File: src/rtl/serial_paralelo_rx.sv
// Serial-to-parallel PHY receiver: MSB-first bit stream on clk_32f,
// byte alignment on the idle/comma character, parallel byte out with valid strobe.
module serial_paralelo_rx #(
    parameter int unsigned BC_COUNT  = 4,
    parameter logic [7:0]  IDLE_CHAR = 8'hBC
) (
    input  logic       clk_32f,
    input  logic       reset,
    input  logic       data_in,
    output logic [7:0] data_out,
    output logic       valid_out,
    output logic       active
);

    typedef enum logic [1:0] {
        SEARCH,
        ALIGN,
        ACTIVE
    } state_t;

    localparam logic [3:0] BC_LAST = 4'(BC_COUNT - 1);

    state_t     state;
    state_t     state_nx;
    logic [7:0] sr;
    logic [2:0] bit_cnt;
    logic [2:0] bit_cnt_nx;
    logic [3:0] bc_cnt;
    logic [3:0] bc_cnt_nx;
    logic [7:0] data_nx;
    logic       valid_nx;
    logic       is_idle;
    logic       boundary;

    assign is_idle  = (sr == IDLE_CHAR);
    assign boundary = (bit_cnt == 3'd0);

    // Alignment FSM: next state, counters and output byte selection
    always_comb begin
        state_nx   = state;
        bit_cnt_nx = bit_cnt + 3'd1;
        bc_cnt_nx  = bc_cnt;
        data_nx    = data_out;
        valid_nx   = 1'b0;
        unique case (state)
            SEARCH: begin
                bit_cnt_nx = 3'd0;
                bc_cnt_nx  = 4'd0;
                if (is_idle) begin
                    bit_cnt_nx = 3'd1;
                    bc_cnt_nx  = 4'd1;
                    if (BC_COUNT == 1) begin
                        state_nx = ACTIVE;
                    end else begin
                        state_nx = ALIGN;
                    end
                end
            end
            ALIGN: begin
                if (boundary) begin
                    if (is_idle && bc_cnt == BC_LAST) begin
                        state_nx = ACTIVE;
                    end else if (is_idle) begin
                        bc_cnt_nx = bc_cnt + 4'd1;
                    end else begin
                        state_nx   = SEARCH;
                        bc_cnt_nx  = 4'd0;
                        bit_cnt_nx = 3'd0;
                    end
                end
            end
            ACTIVE: begin
                if (boundary && !is_idle) begin
                    data_nx  = sr;
                    valid_nx = 1'b1;
                end
            end
            default: begin
                state_nx   = SEARCH;
                bit_cnt_nx = 3'd0;
                bc_cnt_nx  = 4'd0;
            end
        endcase
    end

    // Shift register, FSM state and registered outputs
    always_ff @(posedge clk_32f or posedge reset) begin
        if (reset) begin
            sr        <= 8'h00;
            bit_cnt   <= 3'd0;
            bc_cnt    <= 4'd0;
            state     <= SEARCH;
            data_out  <= 8'h00;
            valid_out <= 1'b0;
            active    <= 1'b0;
        end else begin
            sr        <= {sr[6:0], data_in};
            bit_cnt   <= bit_cnt_nx;
            bc_cnt    <= bc_cnt_nx;
            state     <= state_nx;
            data_out  <= data_nx;
            valid_out <= valid_nx;
            active    <= (state_nx == ACTIVE);
        end
    end

endmodule

File: config.mk
export PLATFORM = sky130hd
export DESIGN_NAME = serial_paralelo_rx
export DESIGN_NICKNAME = d
export VERILOG_FILES = /design/src/rtl/serial_paralelo_rx.sv
export SDC_FILE = /design/constraint.sdc
export NUM_CORES = 1
export LEC_CHECK = 0
export ABC_AREA = 1
export CAP_MARGIN = 5
export CORE_MARGIN = 1.5
export CORE_UTILIZATION = 54
export DETAILED_ROUTE_END_ITERATION = 7
export PLACE_DENSITY = 0.88
export SETUP_SLACK_MARGIN = 0.3
export SLEW_MARGIN = 20
export SYNTH_ARGS = -nofsm -noshare
export SYNTH_HDL_FRONTEND = slang
export SYNTH_SLANG_ARGS = --single-unit
export TNS_END_PERCENT = 50
File: constraint.sdc
create_clock -name clk_32f -period 1.5 [get_ports clk_32f]
set_input_delay 0.225 -clock clk_32f [delete_from_list [all_inputs] [get_ports clk_32f]]
set_output_delay 0.225 -clock clk_32f [all_outputs]
set_load 0.03 [all_outputs]
# Yosys cells after proc, flatten, opt, wreduce, memory -nomap -nowiden
# Index checks and enable logic that the tools add are counted.
dict set report word_totals {
  out_inout_bits 10
  register_bits 27
  wordCells 41
}
dict set report op_classes {
  n_bitwise 1
  n_addsub 2
  n_reduce_logical 7
  muxes 17
  eq_ne 7
}
# operator n
set op_table {}
lappend op_table {{$mux W4} 3}
lappend op_table {{$pmux W4 S3} 1}
lappend op_table {{$mux W3} 3}
lappend op_table {{$pmux W3 S3} 1}
lappend op_table {{$eq A8 B8 Y1 const B} 1}
lappend op_table {{$mux W2} 4}
lappend op_table {{$pmux W2 S3} 1}
lappend op_table {{$add A4 B1 Y4 const B} 1}
lappend op_table {{$eq A2 B2 Y1 const B} 2}
lappend op_table {{$eq A4 B2 Y1 const B} 1}
lappend op_table {{$mux W1} 4}
lappend op_table {{$ne A2 B2 Y1 const B} 2}
lappend op_table {{$add A3 B1 Y3 const B} 1}
lappend op_table {{$logic_not A3 Y1} 1}
lappend op_table {{$reduce_and A3 Y1} 1}
lappend op_table {{$eq A2 B1 Y1 const B} 1}
lappend op_table {{$logic_and A1 B1 Y1} 2}
lappend op_table {{$logic_not A2 Y1} 1}
lappend op_table {{$reduce_and A2 Y1} 1}
lappend op_table {{$logic_not A1 Y1} 1}
lappend op_table {{$not A1 Y1} 1}

# Longest topological paths before layout
dict set report depth {
  ltp_word 6
  mapped_depth 10
  mapped_depth_nobuf 10
}

# Worst setup path before layout
# No wires, ideal clock.
dict set report synth_timing {
  path_type {reg-to-reg}
  start {register bit_cnt[0]}
  end {register data_out[0]}
  path_stages_with_launch 9
  required_time_ps 1381
  arrival_ps 1147
  path_slack_ps 234
  synth_period_minus_slack_ps 1266
  n_path_buf 1
  setup_ps 119
  path_cell_list {dfrtp_1 inv_1 ha_1 inv_1 nor2_2 nand3_2 buf_6 nand2_1 o21ai_2}
}
dict set report synth_between {
  elab_chain_len 3
}
# element line
set synth_rtl {}
lappend synth_rtl {{start: declaration} 26} ;# logic [2:0] bit_cnt;
lappend synth_rtl {{start signal: assignment} 98} ;# bit_cnt <= bit_cnt_nx;
lappend synth_rtl {{$logic_not A3 Y1} 36} ;# assign boundary = (bit_cnt == 3'd0);
lappend synth_rtl {{$logic_and A1 B1 Y1} 73} ;# if (boundary && !is_idle) begin
lappend synth_rtl {{$reduce_and A2 Y1 (no line)} n/a}
lappend synth_rtl {{end signal: assignment} 101} ;# data_out <= data_nx;
lappend synth_rtl {{end: declaration} 10} ;# output logic [7:0] data_out,
# No other way between the ends.
# A chain may end at the register's enable or synchronous reset.

# Worst setup path after layout
dict set report layout_timing {
  start {register sr[0]}
  end {register bc_cnt[2]}
}
dict set report layout_between {
  elab_chain_len 5
}
# element line
set layout_rtl {}
lappend layout_rtl {{start: declaration} 25} ;# logic [7:0] sr;
lappend layout_rtl {{start signal: assignment} 97} ;# sr <= {sr[6:0], data_in};
lappend layout_rtl {{$eq A8 B8 Y1 *} 35} ;# assign is_idle = (sr == IDLE_CHAR);
lappend layout_rtl {{$mux W4} 63} ;# end else if (is_idle) begin
lappend layout_rtl {{$mux W4} 61} ;# if (is_idle && bc_cnt == BC_LAST) begin
lappend layout_rtl {{$mux W4} 60} ;# if (boundary) begin
lappend layout_rtl {{$pmux W4 S3} 45} ;# unique case (state)
lappend layout_rtl {{end signal: assignment} 99} ;# bc_cnt <= bc_cnt_nx;
lappend layout_rtl {{end: declaration} 28} ;# logic [3:0] bc_cnt;
# Every way passes the cells marked *; elsewhere a longest branch is shown, timed or not. The select of a mux whose other input is x is not followed.

==> impl_metrics.yaml <==
critical_path:
  path_max_fanout: 5
  reg2reg_to: "bc_cnt[2]$_DFFE_PP0P_"
  setup.worst_path.class: "flop to flop"
  rrSetupSlack_ns: 0.14
  reg2reg_depth: 10
  worstSetupEndpointType: "flop"
  arrival_ns: 1.59
  cp-start-kind: "flop"
  critical_path.reg2reg.startpoint: "sr[0]$_DFF_PP0_"
  cp_data_required_time_ns: 1.73
power:
  p_int_uw: 874.2
  switching_power_share_of_the_total_pct: 23.92
  clock_power_share_pct: 28.8
  pwr_density_cell_nw_per_um2: 774.4
  power.static_leakage_uw: 0.0007830
  seq_power_share_pct: 65.7
  pwr-share-comb_pct: 5.5
  worst_ir_drop_vdd_mv: 0.6715
  net-switching-power_uw: 274.9
place:
  pre_cts_ws_ns: 0.09286
  io_buf_count: 12
  hpwlAfterDp_um: 1351
  gp_congestion: 0.7523
  dp.cells: 156
timing:
  grt_setup_unrepaired: "true"
  setup_total_negative_slack_ns: 0
  setup_viol: 0
  fin_ws_ns: 0.1406
  achievable-frequency_ghz: 0.7356
  max_slew_margin_pct: 78.79
  timing_hold_violations_final: 0
  max_slew.worst_pin.slew_ns: 0.3181
  timing.hold.ws_ns: 0.2224
  final.min_clock_period_ns: 1.359
  slew_violations: 0
  worst_clock_skew_ns: 0.009139
  period_share_pct: 90.62
drt:
  route.detailed.vias_per_inst: 5.035
  firstDrtPassIters: 4
  detail_route.drc_violations: 0
  num_vias: 871
  drtIter0Drc: 10
  detail_route.wl_per_cell_um: 12.57
  drt_wl_total_um: 2174
  ant_nets: 0
synthesis:
  register_area_share_after_synthesis_pct: 57.63
  synthesis.area_um2: 1172
  flop_and_latch_count_out_of_synthesis: 27
  synthesis.yosys.warnings: 0
  synth.net_count: 123
  synth_adder_area_share_pct: 3.202
  synth_compound_gate_area_share_pct: 4.055
  dominant_combinational_cell_family_by_area_after_synthesis: "simple AND/OR/NAND/NOR gates"
  syn_inst: 117
  synth.mux.area_fraction_pct: 0
  synth_cell_types: 22
  synth-simple-area-share_pct: 27.43
  syn_avg_cell_area_um2: 10.02
  synthXorXnorAreaFrac_pct: 2.241
finish:
  multiInputGateArea_um2: 515.5
  syn_to_final_growth_pct: 26.57
  post_route_cells_drive_above_1_share_pct: 43.84
  fillers: 141
  fin_util_pct: 74.13
  layout.area.seq_um2: 675.6
  nets: 153
  antenna_cells_inserted: 0
  post_layout_nonfiller_instances: 173
grt:
  grt_overflow_total: 0
  grt_antenna_before_repair: 0
  number_of_global_route_vias_before_repair: 787
  grt_first_pass_wirelength_um: 3236
  grtUsageTotal_pct: 16.94
  pin_count_of_the_biggest_net_entering_global_routing: 28
hold_path:
  worst_hold_path_class: "input pin to async pin"
cts:
  numCtsBuffers: 3
  clk_pin_slew_worst_paths_ns: 0.15
  clkLatencyLatePin_ns: 0.33
  cts_max_path_buffers: 2
  cts_tree: "yes"
  cts-hold-fix-buffers: 0
  clock_sink_count: 27
  cts.root.buffer_cell: "sky130_fd_sc_hd__clkbuf_4"
  htreeDepth: 1
die:
  core.rowCount: 16
  die-area_um2: 2460
  die_width_um: 49.60
  floorplan.core_area_um2: 2002
  ios: 13
  dieHeight_um: 49.60
  floorplan.initialDensity_pct: 58.56
status:
  outcome: "finished, final reports clean"
run:
  maxCapViolCount: 0
==> state kept, by name, summed over array words and instances, names as in the netlist <==
name,flops
bc_cnt,4
data_out,8
bit_cnt,3
active,1
state,2
valid_out,1
sr,8
==> what timing repair did <==
action / 4_1_cts / 5_1_grt
setup endpoints to repair: 29 / 20
gates resized for setup: 49 / 17
gates cloned: 0 / 1
pin swaps: 1 / 16
buffers inserted: 2 / 10
==> worst max path at each step <==
stage	startpoint	end	slack [ns]	depth (start not counted)
finish	sr[0]$_DFF_PP0_	bc_cnt[2]$_DFFE_PP0P_	0.14	10
global route	sr[0]$_DFF_PP0_	bc_cnt[2]$_DFFE_PP0P_	0.09	10
CTS	sr[1]$_DFF_PP0_	bc_cnt[2]$_DFFE_PP0P_	0.16	10
detailed placement	bit_cnt[0]$_DFF_PP0_	data_out[2]$_DFFE_PP0P_	0.09	8
global placement	bit_cnt[0]$_DFF_PP0_	data_out[2]$_DFFE_PP0P_	0.14	8
floorplan	bit_cnt[0]$_DFF_PP0_	data_out[0]$_DFFE_PP0P_	0.28	8
==> synthesized netlist by cell type (all sizes together) <==
library cell  number  area share, %
a211oi             1           0.64
a21oi              1           0.75
buf                1           0.96
dfrtp             27             58
ha                 3            3.2
inv               14            4.5
nand2             43             15
nand3              4            2.6
nand4              2            1.1
nor2              10            6.0
nor3               2           0.85
nor3b              2            2.1
o21ai              4            2.7
xnor2              2            1.5
xor2               1           0.75
==> through the flow <==
step | instance area (µm²) | power (µW)
floorplan | 1177 | 803.6
global placement | 1328 | 826.5
detailed placement | 1328 | 828.2
CTS | 1344 | 1141
global route | 1484 | 1188
finish | 1484 | 1149
==> layout make-up <==
| cell class | instances | share of cell area, % |
|---|---|---|
| Clock buffer | 3 | 1.518 |
| Clock inverter | 1 | 0.5902 |
| Inverter | 14 | 3.710 |
| Multi-Input combinational cell | 76 | 34.74 |
| Sequential cell | 27 | 45.53 |
| Tap cell | 27 | 2.277 |
| Timing Repair Buffer | 25 | 11.64 |
==> layer usage <==
layer / vias to the layer above / track usage (%) / share of wire, %
met5: - / 0 / 0
met4: 0 / 7.870 / 1.5
met3: 4 / 1.818 / 2.4
met2: 20 / 28.67 / 54
met1: 422 / 21.86 / 42
li1: 425 / - / -
==> power groups by stage <==
stage,Clock (µW),Combinational [µW],Sequential (µW)
after detailed placement,0,60.0,768
after global placement,0,58.8,768
final,330,63.7,755
after floorplan,0,28.8,775
after CTS,328,58.6,754
after global routing,360,71.6,757
==> cell families after synthesis <==
kind of cell    count (synthesis)
flops                          27
compound gates                  6
fa+ha+maj                       3
buf+inv                        15
xor+xnor                        3
simple gates                   63
==> cells in the final DEF (no fill, tap or decap), types with 2 or more instances in the layout <==
master and n:
sky130_fd_sc_hd__nand3_4 2, sky130_fd_sc_hd__buf_4 13, sky130_fd_sc_hd__nand2_1 35, sky130_fd_sc_hd__clkdlybuf4s50_1 2, sky130_fd_sc_hd__clkbuf_4 3, sky130_fd_sc_hd__nor2_1 4
sky130_fd_sc_hd__nor2_4 5, sky130_fd_sc_hd__buf_2 9, sky130_fd_sc_hd__nand4_1 2, sky130_fd_sc_hd__inv_1 2, sky130_fd_sc_hd__nand3_1 2, sky130_fd_sc_hd__inv_2 11
sky130_fd_sc_hd__nor3_1 2, sky130_fd_sc_hd__dfrtp_1 27, sky130_fd_sc_hd__nand2_2 6, sky130_fd_sc_hd__xnor2_1 2, sky130_fd_sc_hd__o21ai_2 4, sky130_fd_sc_hd__nand2_4 2
==> critical path, stage by stage (launching register included) <==
cell and delay (ns):
sky130_fd_sc_hd__dfrtp_1 0.42, sky130_fd_sc_hd__inv_2 0.08, sky130_fd_sc_hd__nand2_2 0.08, sky130_fd_sc_hd__nor2_4 0.14, sky130_fd_sc_hd__nand2_4 0.10, sky130_fd_sc_hd__nand2_4 0.11
sky130_fd_sc_hd__nand2_2 0.05, sky130_fd_sc_hd__nand2_1 0.08, sky130_fd_sc_hd__nand2_2 0.09, sky130_fd_sc_hd__nand2_1 0.07, sky130_fd_sc_hd__nand2_1 0.05
Note: power is estimated with default switching activity, not from simulation.
